<file path="config.mk">
export PLATFORM = sky130hd
export DESIGN_NAME = xor_decipher_rx
export DESIGN_NICKNAME = d
export VERILOG_FILES = /design/src/rtl/xor_decipher_rx.sv
export SDC_FILE = /design/constraint.sdc
export NUM_CORES = 1
export LEC_CHECK = 0
export ABC_AREA = 1
export CAP_MARGIN = 20
export CORE_MARGIN = 2
export CORE_UTILIZATION = 35
export CTS_BUF_LIST = sky130_fd_sc_hd__clkbuf_16
export CTS_CLUSTER_DIAMETER = 120
export CTS_CLUSTER_SIZE = 30
export DETAILED_ROUTE_END_ITERATION = 7
export PLACE_DENSITY = 0.53
export SYNTH_ARGS = -nofsm -noshare
export SYNTH_HDL_FRONTEND = slang
export SYNTH_SLANG_ARGS = --single-unit
</file>
<file path="constraint.sdc">
create_clock -name clk -period 3.21 [get_ports clk]
set_input_delay 0.4815 -clock clk [delete_from_list [all_inputs] [get_ports clk]]
set_output_delay 0.4815 -clock clk [all_outputs]
set_load 0.02 [all_outputs]
</file>
<file path="src/rtl/xor_decipher_rx.sv">
// Receive side of the XOR stream-cipher link: sync-word hunt, keystream
// regeneration, byte packing and a single-entry valid/ready output register.
//
// state | meaning
// HUNT  | shifting raw bits looking for SYNC_WORD; LFSR frozen
// DATA  | locked; decrypting and packing FRAME_BYTES payload bytes
module xor_decipher_rx #(
  parameter logic [31:0] TAPS        = 32'h0000_0060,
  parameter logic [31:0] SEED        = 32'h0000_0001,
  parameter logic [15:0] SYNC_WORD   = 16'hA5C3,
  parameter int unsigned FRAME_BYTES = 4
) (
  input  logic       clk,
  input  logic       rst,
  input  logic       bit_in,
  input  logic       bit_valid,
  input  logic       use_ext_key,
  input  logic       key_ext,
  output logic [7:0] m_data,
  output logic       m_valid,
  input  logic       m_ready,
  output logic       locked,
  output logic       frame_done,
  output logic       overflow
);

  typedef enum logic {ST_HUNT, ST_DATA} state_e;

  localparam logic [7:0] LAST_BYTE = 8'(FRAME_BYTES - 1);

  state_e      state_q, state_d;
  // Only the 15 most recent bits need storing; the 16th is the incoming bit.
  logic [14:0] sync_q, sync_d;
  logic [31:0] lfsr_q, lfsr_d;
  logic [2:0]  bit_cnt_q, bit_cnt_d;
  logic [7:0]  byte_cnt_q, byte_cnt_d;
  // Partial byte: the 8th bit goes straight into m_data, so 7 bits suffice.
  logic [6:0]  byte_q, byte_d;
  logic [7:0]  m_data_q, m_data_d;
  logic        m_valid_q, m_valid_d;
  logic        frame_done_q, frame_done_d;
  logic        overflow_q, overflow_d;

  logic [15:0] sync_shift;
  logic        key_bit;
  logic        plain_bit;
  logic [7:0]  byte_full;
  logic [31:0] lfsr_next;

  assign sync_shift = {sync_q, bit_in};
  assign key_bit    = use_ext_key ? key_ext : lfsr_q[0];
  assign plain_bit  = bit_in ^ key_bit;
  assign byte_full  = {byte_q, plain_bit};
  assign lfsr_next  = {1'b0, lfsr_q[31:1]} ^ (lfsr_q[0] ? TAPS : 32'h0);

  // Register all state; reset discards partial bytes and pending output.
  always_ff @(posedge clk or negedge rst) begin
    if (!rst) begin
      state_q      <= ST_HUNT;
      sync_q       <= '0;
      lfsr_q       <= SEED;
      bit_cnt_q    <= '0;
      byte_cnt_q   <= '0;
      byte_q       <= '0;
      m_data_q     <= '0;
      m_valid_q    <= 1'b0;
      frame_done_q <= 1'b0;
      overflow_q   <= 1'b0;
    end else begin
      state_q      <= state_d;
      sync_q       <= sync_d;
      lfsr_q       <= lfsr_d;
      bit_cnt_q    <= bit_cnt_d;
      byte_cnt_q   <= byte_cnt_d;
      byte_q       <= byte_d;
      m_data_q     <= m_data_d;
      m_valid_q    <= m_valid_d;
      frame_done_q <= frame_done_d;
      overflow_q   <= overflow_d;
    end
  end

  // Next-state: sync hunt, decryption/packing, and output-register handshake.
  always_comb begin
    state_d      = state_q;
    sync_d       = sync_q;
    lfsr_d       = lfsr_q;
    bit_cnt_d    = bit_cnt_q;
    byte_cnt_d   = byte_cnt_q;
    byte_d       = byte_q;
    m_data_d     = m_data_q;
    m_valid_d    = m_valid_q;
    frame_done_d = 1'b0;
    overflow_d   = overflow_q;

    // A handshake frees the register; a byte completing this cycle refills it below.
    if (m_valid_q && m_ready) begin
      m_valid_d = 1'b0;
    end

    case (state_q)
      ST_HUNT: begin
        if (bit_valid) begin
          sync_d = sync_shift[14:0];
          if (sync_shift == SYNC_WORD) begin
            state_d    = ST_DATA;
            lfsr_d     = SEED;
            bit_cnt_d  = '0;
            byte_cnt_d = '0;
            byte_d     = '0;
            overflow_d = 1'b0;
          end
        end
      end
      ST_DATA: begin
        if (bit_valid) begin
          byte_d    = byte_full[6:0];
          lfsr_d    = lfsr_next;
          bit_cnt_d = bit_cnt_q + 3'd1;
          if (bit_cnt_q == 3'd7) begin
            byte_cnt_d = byte_cnt_q + 8'd1;
            if (m_valid_q && !m_ready) begin
              overflow_d = 1'b1;
            end else begin
              m_data_d  = byte_full;
              m_valid_d = 1'b1;
            end
            if (byte_cnt_q == LAST_BYTE) begin
              frame_done_d = 1'b1;
              state_d      = ST_HUNT;
              sync_d       = '0;
              bit_cnt_d    = '0;
              byte_cnt_d   = '0;
            end
          end
        end
      end
      default: state_d = ST_HUNT;
    endcase
  end

  assign m_data     = m_data_q;
  assign m_valid    = m_valid_q;
  assign locked     = (state_q == ST_DATA);
  assign frame_done = frame_done_q;
  assign overflow   = overflow_q;

endmodule

</file>
# [After elaboration in Yosys (flattened, before gate mapping)]
# Index checks and enable logic that the tools add are counted.
[classes] add_sub_neg=2 multipliers=0 n_div=0 magnitude_cmp=0 n_eq_ne=9 n_shift=0 muxes=48 n_bitwise=4 reduce_logical=8
[ops] op="32-bit 2-to-1 mux" n=3
[ops] op="32-bit one-hot mux with 2 select lines" n=1
[ops] op="15-bit 2-to-1 mux" n=4
[ops] op="8-bit 2-to-1 mux" n=5
[ops] op="31-bit by 7-bit XOR with 31-bit output" n=1
[ops] op="15-bit one-hot mux with 2 select lines" n=1
[ops] op="7-bit 2-to-1 mux" n=4
[ops] op="1-bit 2-to-1 mux" n=20
[ops] op="16-bit == test (second input constant)" n=1
[ops] op="8-bit one-hot mux with 2 select lines" n=1
[ops] op="3-bit 2-to-1 mux" n=5
[ops] op="7-bit one-hot mux with 2 select lines" n=1
[ops] op="4-bit AND reduction" n=3
[ops] op="8-bit by 1-bit adder with 8-bit output (second input constant)" n=1
[ops] op="8-bit by 2-bit == test with 1-bit output (second input constant)" n=1
[ops] op="2-bit by 1-bit != test with 1-bit output (second input constant)" n=3
[ops] op="2-bit != test (second input constant)" n=3
[ops] op="3-bit one-hot mux with 2 select lines" n=1
[ops] op="5-bit AND reduction" n=1
[ops] op="1-bit one-hot mux with 2 select lines" n=2
[ops] op="3-bit by 1-bit adder with 3-bit output (second input constant)" n=1
[ops] op="3-bit == test (second input constant)" n=1
[ops] op="3-bit AND reduction" n=1
[ops] op="1-bit logical AND" n=2
[ops] op="other kinds (3)" n=4
[totals] ff_bits=77 latch_bits=0 mem_bits_rw=0 mem_bits_ro=0 output_inout_bits=12 word_cells=81 mem_count=0

# [Logic depth before layout (Yosys ltp)]
# Gate-level depths: netlist of the first run.
[depth] word_depth=6 mapped_depth=10

# [Worst setup path before layout of the first run]
# Ideal clock, no wire load.
[synth_path] kind="register to register" from="register bit_cnt_q[0]" to="register sync_q[11]" setup_ps=66 t_arrival_ps=1338 required_time_ps=3144 slack_ps=1806 stages_incl_launch_ff=11 synth_period_minus_slack_ps=1404 path_cell_list="dfrtp_1 > ha_1 > ha_1 > inv_1 > nand2_1 > nand2_1 > inv_1 > nand2_2 > buf_4 > nand2_1 > nand2_1"
[synth_via] elab_chain_cells=3
[synth_lines] item="start, declared" line_no="35" text="logic [2:0] bit_cnt_q, bit_cnt_d;"
[synth_lines] item="start signal, assigned" line_no="73" text="bit_cnt_q <= bit_cnt_d;"
[synth_lines] item="3-bit == test" line_no="120" text="if (bit_cnt_q == 3'd7) begin"
[synth_lines] item="2-bit by 1-bit != test with 1-bit output (no line)"
[synth_lines] item="4-bit AND reduction (no line)"
[synth_lines] item="end signal, assigned" line_no="71" text="sync_q <= sync_d;"
[synth_lines] item="end, declared" line_no="33" text="logic [14:0] sync_q, sync_d;"
# No other way between the ends.
# A chain may end at the register's enable or synchronous reset.

# [Final worst setup path of the first run]
[layout_path] from="register state_q, in the netlist locked" to="output locked"
[layout_lines] item="start, declared" line_no="31" text="state_e state_q, state_d;"
[layout_lines] item="start signal, assigned" line_no="70" text="state_q <= state_d;"
[layout_lines] item="end, declared" line_no="22" text="output logic locked,"
# No word-level cell between the ends.

==> results of run 1 <==
## metrics by stage
stage               power (mW)  utilization [%]
global placement         0.872             39.0
detailed placement       0.875             39.0
global route              1.51             41.4
finish                    1.45             41.4
floorplan                0.828                -
CTS                       1.47             41.4
## placed cells by master, fill, tap and decap left out, drive strengths merged
master / instances
ha: 3
mux2: 1
clkbuf: 5
nor2: 23
dfstp: 1
xor2: 3
nand2: 101
nand4: 2
nand3: 15
buf: 4
nand3b: 2
inv: 25
dfrtp: 51
or2: 1
o21ai: 30
bufinv: 1
a21oi: 3
clkdlybuf4s50: 17
clkinv: 2
a21o: 1
## final cells by class
class                           instances  area, um2
Tap cell                               80        100
Clock buffer                            5        125
Sequential cell                        52       1300
Fill cell                             686       3910
Multi-Input combinational cell        185        912
Inverter                               25       93.8
Clock inverter                          3       37.5
Timing Repair Buffer                   21        198
## logic make-up after synthesis
| group | Yosys count |
|---|---|
| AOI/OAI and AO/OA | 34 |
| buffers and inverters | 34 |
| muxes | 1 |
| and+or+nand+nor | 144 |
| DFF | 52 |
| xor gates and xnor gates | 3 |
| adders and majority gates | 3 |
## sequential cells by signal, indices dropped and copies added, names as in the netlist
name        cells
bit_cnt_q       3
byte_cnt_q      8
byte_q          7
frame_done      1
lfsr_q          7
locked          1
m_data          8
m_valid         1
overflow        1
sync_q         15
## worst min-delay path by stage
stage | slack (ns) | end | start
after floorplan | 0.19 | bit_cnt_q[0]$_DFFE_PN0P_ | rst
after global placement | 0.45 | sync_q[14]$_DFFE_PN0P_ | sync_q[14]$_DFFE_PN0P_
after detailed placement | 0.46 | sync_q[14]$_DFFE_PN0P_ | sync_q[14]$_DFFE_PN0P_
after CTS | 0.26 | m_data[4]$_DFFE_PN0P_ | rst
after global routing | 0.30 | m_data[4]$_DFFE_PN0P_ | rst
final | 0.24 | m_data[4]$_DFFE_PN0P_ | rst
## power by group
| part | internal [mW] | leakage [nW] | switching (mW) | total [mW] |
|---|---|---|---|---|
| Sequential | 0.708 | 0.696 | 0.0366 | 0.744 |
| Combinational | 0.0471 | 0.573 | 0.0680 | 0.115 |
| Clock | 0.363 | 0.0789 | 0.226 | 0.589 |
## synth_stat cells
cell       n  area share [%]
nand2_1   92              15
dfrtp_1   51              54
inv_1     25             3.9
nor2_1    22             3.5
nand3_1   15             3.2
o21ai_0   13             2.7
o21ai_2   12             4.4
nand2_2    8             2.1
o21ai_1    5             1.1
buf_4      3            0.95
buf_6      3             1.4
ha_1       3             1.6
xor2_1     3             1.1
a21oi_1    2            0.42
clkbuf_1   2            0.32
nand3b_1   2            0.63
nand4_1    2            0.53
a21o_1     1            0.32
a21oi_4    1            0.68
buf_2      1            0.21
dfstp_2    1             1.1
mux2_4     1            0.63
nand2_4    1            0.47
nor2_2     1            0.26
or2_2      1            0.26
## routing by layer
metal | vias to the layer above | routed length (um)
met3 | 4 | 121
met4 | 0 | 48
met2 | 19 | 1970
met5 | - | 0
li1 | 882 | -
met1 | 809 | 2240
==> results.yml, run 1 <==
clock_tree:
  cts.repair.resized: 0
  cts_max_level: 2
  numClockSinks: 52
  cts_buffer_depth: 2
  numCtsBuffers: 5
  clk-insertion-delay-late_ns: 0.28
  cts_setup_buffers: 0
  cts_tree: "built"
  ctsHoldBuffers: 0
  cts-root-buf: "clkbuf_16"
  path_clk_slew_ns: 0.07
worst_setup_path:
  regToRegSetupSlack_ns: 1.39
  endpoint_kind: "output port"
  worstPathArrival_ns: 1.49
  crit_end: "locked"
  rr_worst_depth: 4
  required_ns: 2.73
  cp-start-kind: "register"
  cp_slowest_stage_delay_ns: 0.67
  crit_chain: "clkdlybuf4s50_1"
  cp_max_fo: 9
  worst-setup-path-type: "reg -> out"
  crit_start: "locked$_DFF_PN0_"
  worst_path_dominant_cell_family: "buffers and inverters"
  reg2reg_from: "locked$_DFF_PN0_"
  reg2reg_to: "m_data[7]$_DFFE_PN0P_"
  worst-path-buf-inv: 1
  cpMaxStageDelayCell: "clkdlybuf4s50_1"
  crit_cells: 1
place:
  numPortBuffers: 18
  gp_congestion: 0.785
  pre_cts_ws_ns: 0.971
  dpl_cell_area_um2: 2610
  dp_hpwl_mm: 3.07
  post-place-cells: 363
layout:
  fin_nets: 300
  final_cells: 371
  antenna_cells: 0
  finalInstanceArea_um2: 2770
  areaGrowthSynthToFinish_pct: 16.5
  drive_gt1_share_pct: 12.4
global_routing:
  grt_pass1_vias: 1613
  grt-ovfl-total: 0
  grtUsageMet1_pct: 17.4
  use_met2_pct: 19.4
  busiest_layer: "met2"
  use_met3_pct: 2.86
  antenna_found_initial: 0
  grt_pass1_wl_mm: 7.40
  track_usage_pct: 12.5
  grt_max_degree: 32
logic_synthesis:
  synth_top_family_by_area: "simple AND/OR/NAND/NOR gates"
  yosysUniqueCellTypes: 25
  syn_nets: 281
  synth_xor_area_share_pct: 1.11
  synthSimpleGateAreaFrac_pct: 25.4
  ys_warn_count: 0
  synthAdderAreaFrac_pct: 1.58
  synth-compound-area-share_pct: 9.63
  yosysSeqAreaShare_pct: 54.8
  muxShareOfSynthArea_pct: 0.632
  syn_area_per_cell_um2: 8.77
  syn_inst: 271
  synth-seq-cells: 52
  netlist_area_um2: 2380
power:
  p_per_area_nw_per_um2: 523
  ir_worst_vdd_mv: 0.216
  leakagePower_nw: 1.35
timing:
  setup_ws_ns: 1.24
  timing.fmax_mhz: 508
  setup_tns_ns: 0
  worst_clock_skew_ns: 0.00320
  min_period_over_period_pct: 61.3
  drv_slew: 0
  fin_crit_ns: 1.97
  slew_headroom_pct: 53.0
  tightestPinTransition_ns: 0.705
  hold_viol: 0
  rsz0062_at_grt: "no"
  setup_viol: 0
  holdWs_ns: 0.239
drt:
  routed_wl_mm: 4.38
  first_pass_iters: 4
  antenna_left: 0
  wl_per_cell_um: 11.8
  drc: 0
  avgViaCountPerCell: 4.62
  vias: 1714
  dr.first_iter.drc_count: 60
floorplan:
  die_area_um2: 7470
  initial_core_util_pct: 35.6
  die_height_um: 86.4
  io_pins: 19
  core-area_um2: 6680
  die_x_um: 86.4
  std_cell_rows: 30
hold_path:
  hold_class: "in -> async"
flow_run:
  max_cap_violations: 0
status:
  status: "completed"
(Power assumes the default switching activity.)
==> run 2: changes to the inputs <==
--- a/config.mk
+++ b/config.mk
@@ -13,7 +13,7 @@
 export CTS_CLUSTER_DIAMETER = 120
 export CTS_CLUSTER_SIZE = 30
 export DETAILED_ROUTE_END_ITERATION = 7
-export PLACE_DENSITY = 0.53
+export PLACE_DENSITY = 0.54
 export SYNTH_ARGS = -nofsm -noshare
 export SYNTH_HDL_FRONTEND = slang
 export SYNTH_SLANG_ARGS = --single-unit
==> constraint.sdc (replaced) <==
create_clock -name clk -period 1.8 [get_ports clk]
set_input_delay 0.27 -clock clk [delete_from_list [all_inputs] [get_ports clk]]
set_output_delay 0.27 -clock clk [all_outputs]
set_load 0.02 [all_outputs]
==> run 2 against run 1 <==
  * Final cell count up 0.81%
  * Clock power rose by 53%
  * Total power rose by 68%
  * Largest cell class unchanged
  * Largest power group unchanged
  * Highest routed layer unchanged
==> results.yml, run 2 (synthesized netlist as in run 1, its figures left out) <==
worst_setup_path:
  worst-setup-path-type: "reg -> out"
  cp-start-kind: "register"
  cp_max_fo: 6
  cpMaxStageDelayCell: "clkdlybuf4s50_1"
  endpoint_kind: "output port"
  worstPathArrival_ns: 1.40
  worst_path_dominant_cell_family: "buffers and inverters"
  required_ns: 1.53
  cp_slowest_stage_delay_ns: 0.65
  worst-path-buf-inv: 1
  crit_chain: "clkdlybuf4s50_1"
drt:
  vias: 1702
  first_pass_iters: 4
  routed_wl_mm: 4.40
  avgViaCountPerCell: 4.55
  wl_per_cell_um: 11.8
  drc: 0
  dr.first_iter.drc_count: 98
  antenna_left: 0
global_routing:
  antenna_found_initial: 0
  grt_max_degree: 31
  track_usage_pct: 13.2
  grt-ovfl-total: 0
  grt_pass1_vias: 1584
  grt_pass1_wl_mm: 7.65
layout:
  final_cells: 374
  fillers: 670
  final_cell_mix: "92 x nand2_1, 51 x dfrtp_1, 26 x inv_1"
  top_register: "sync_q"
  fin_nets: 304
  finalInstanceArea_um2: 2800
  areaGrowthSynthToFinish_pct: 17.7
  largest_reg_flops: 15
  antenna_cells: 0
  final_common_cell: "nand2_1"
  drive_gt1_share_pct: 13.3
  regArea_um2: 1300
  multiInputGateArea_um2: 912
timing:
  rsz0062_at_grt: "no"
  timing.fmax_mhz: 598
  worst_clock_skew_ns: 0.00819
  setup_viol: 0
  setup_ws_ns: 0.128
  drv_slew: 0
  setup_tns_ns: 0
  slew_headroom_pct: 63.3
  min_period_over_period_pct: 92.9
  tightestPinTransition_ns: 0.551
  fin_crit_ns: 1.67
  hold_viol: 0
clock_tree:
  cts-root-buf: "clkbuf_16"
  cts_max_level: 2
  path_clk_slew_ns: 0.07
  numCtsBuffers: 5
  cts_tree: "built"
  clk-insertion-delay-late_ns: 0.29
  cts_buffer_depth: 2
  numClockSinks: 52
  cts.repair.resized: 0
floorplan:
  core-area_um2: 6680
  std_cell_rows: 30
  die_area_um2: 7470
  io_pins: 19
  initial_core_util_pct: 35.6
  die_x_um: 86.4
  die_height_um: 86.4
power:
  p_per_area_nw_per_um2: 872
  finalPower_mw: 2.44
  leakagePower_nw: 1.37
  ir_worst_vdd_mv: 0.419
place:
  dpl_cell_area_um2: 2650
  dp_hpwl_mm: 3.10
  gp_congestion: 0.754
  numPortBuffers: 18
  post-place-cells: 366
  pre_cts_ws_ns: 0.0697
hold_path:
  hold_class: "reg -> reg"
status:
  status: "completed"
flow_run:
  max_cap_violations: 0
-- run 2: cell type report --
| type | count | share of cell area, % |
|---|---|---|
| Inverter | 25 | 3.35 |
| Sequential cell | 52 | 46.6 |
| Tap cell | 80 | 3.58 |
| Clock buffer | 5 | 4.47 |
| Multi-Input combinational cell | 185 | 32.6 |
| Timing Repair Buffer | 25 | 9.12 |
| Clock inverter | 2 | 0.313 |
-- run 2: metrics by stage --
| stage | utilization (%) | hold slack (ns) |
|---|---|---|
| floorplan | - | -0.0256 |
| global placement | 39.7 | 0.294 |
| detailed placement | 39.7 | 0.295 |
| CTS | 41.9 | 0.479 |
| global route | 41.9 | 0.492 |
| finish | 41.9 | 0.476 |
-- run 2: path summary, 6_finish.rpt --
kind                                          startpoint                        end  slack, ns  cells after the start
max in group asynchronous                            rst      m_data[1]$_DFFE_PN0P_       0.74                      3
worst min register to register     sync_q[9]$_DFFE_PN0P_      sync_q[9]$_DFFE_PN0P_       0.48                      2
worst max register to register  bit_cnt_q[0]$_DFFE_PN0P_      sync_q[7]$_DFFE_PN0P_       0.24                      9
worst min-delay path               sync_q[9]$_DFFE_PN0P_      sync_q[9]$_DFFE_PN0P_       0.48                      2
min in group asynchronous                            rst  byte_cnt_q[4]$_DFFE_PN0P_       0.50                      2
worst max-delay path                    locked$_DFF_PN0_                     locked       0.13                      1
-- run 2: timing repair --
| action | CTS | global route |
|---|---|---|
| setup buffers | 0 | 0 |
| hold buffers | 1 | 0 |
| setup endpoints to repair | 0 | 0 |
| endpoints found under the hold margin | 21 | 0 |
-- run 2: power breakdown --
group,internal [mW],leakage [nW],switching [mW]
Combinational,0.0903,0.599,0.123
Clock,0.501,0.0709,0.399
Sequential,1.26,0.696,0.0641
-- run 2: per-layer routing --
layer | share of wire [%] | track usage [%] | vias to the layer above | routed length (um)
met5 | 0 | 0 | - | 0
met4 | 1.7 | 4.69 | 0 | 74
met3 | 3.1 | 3.14 | 6 | 137
met2 | 44 | 19.4 | 20 | 1920
met1 | 52 | 19.0 | 786 | 2270
li1 | - | - | 890 | -
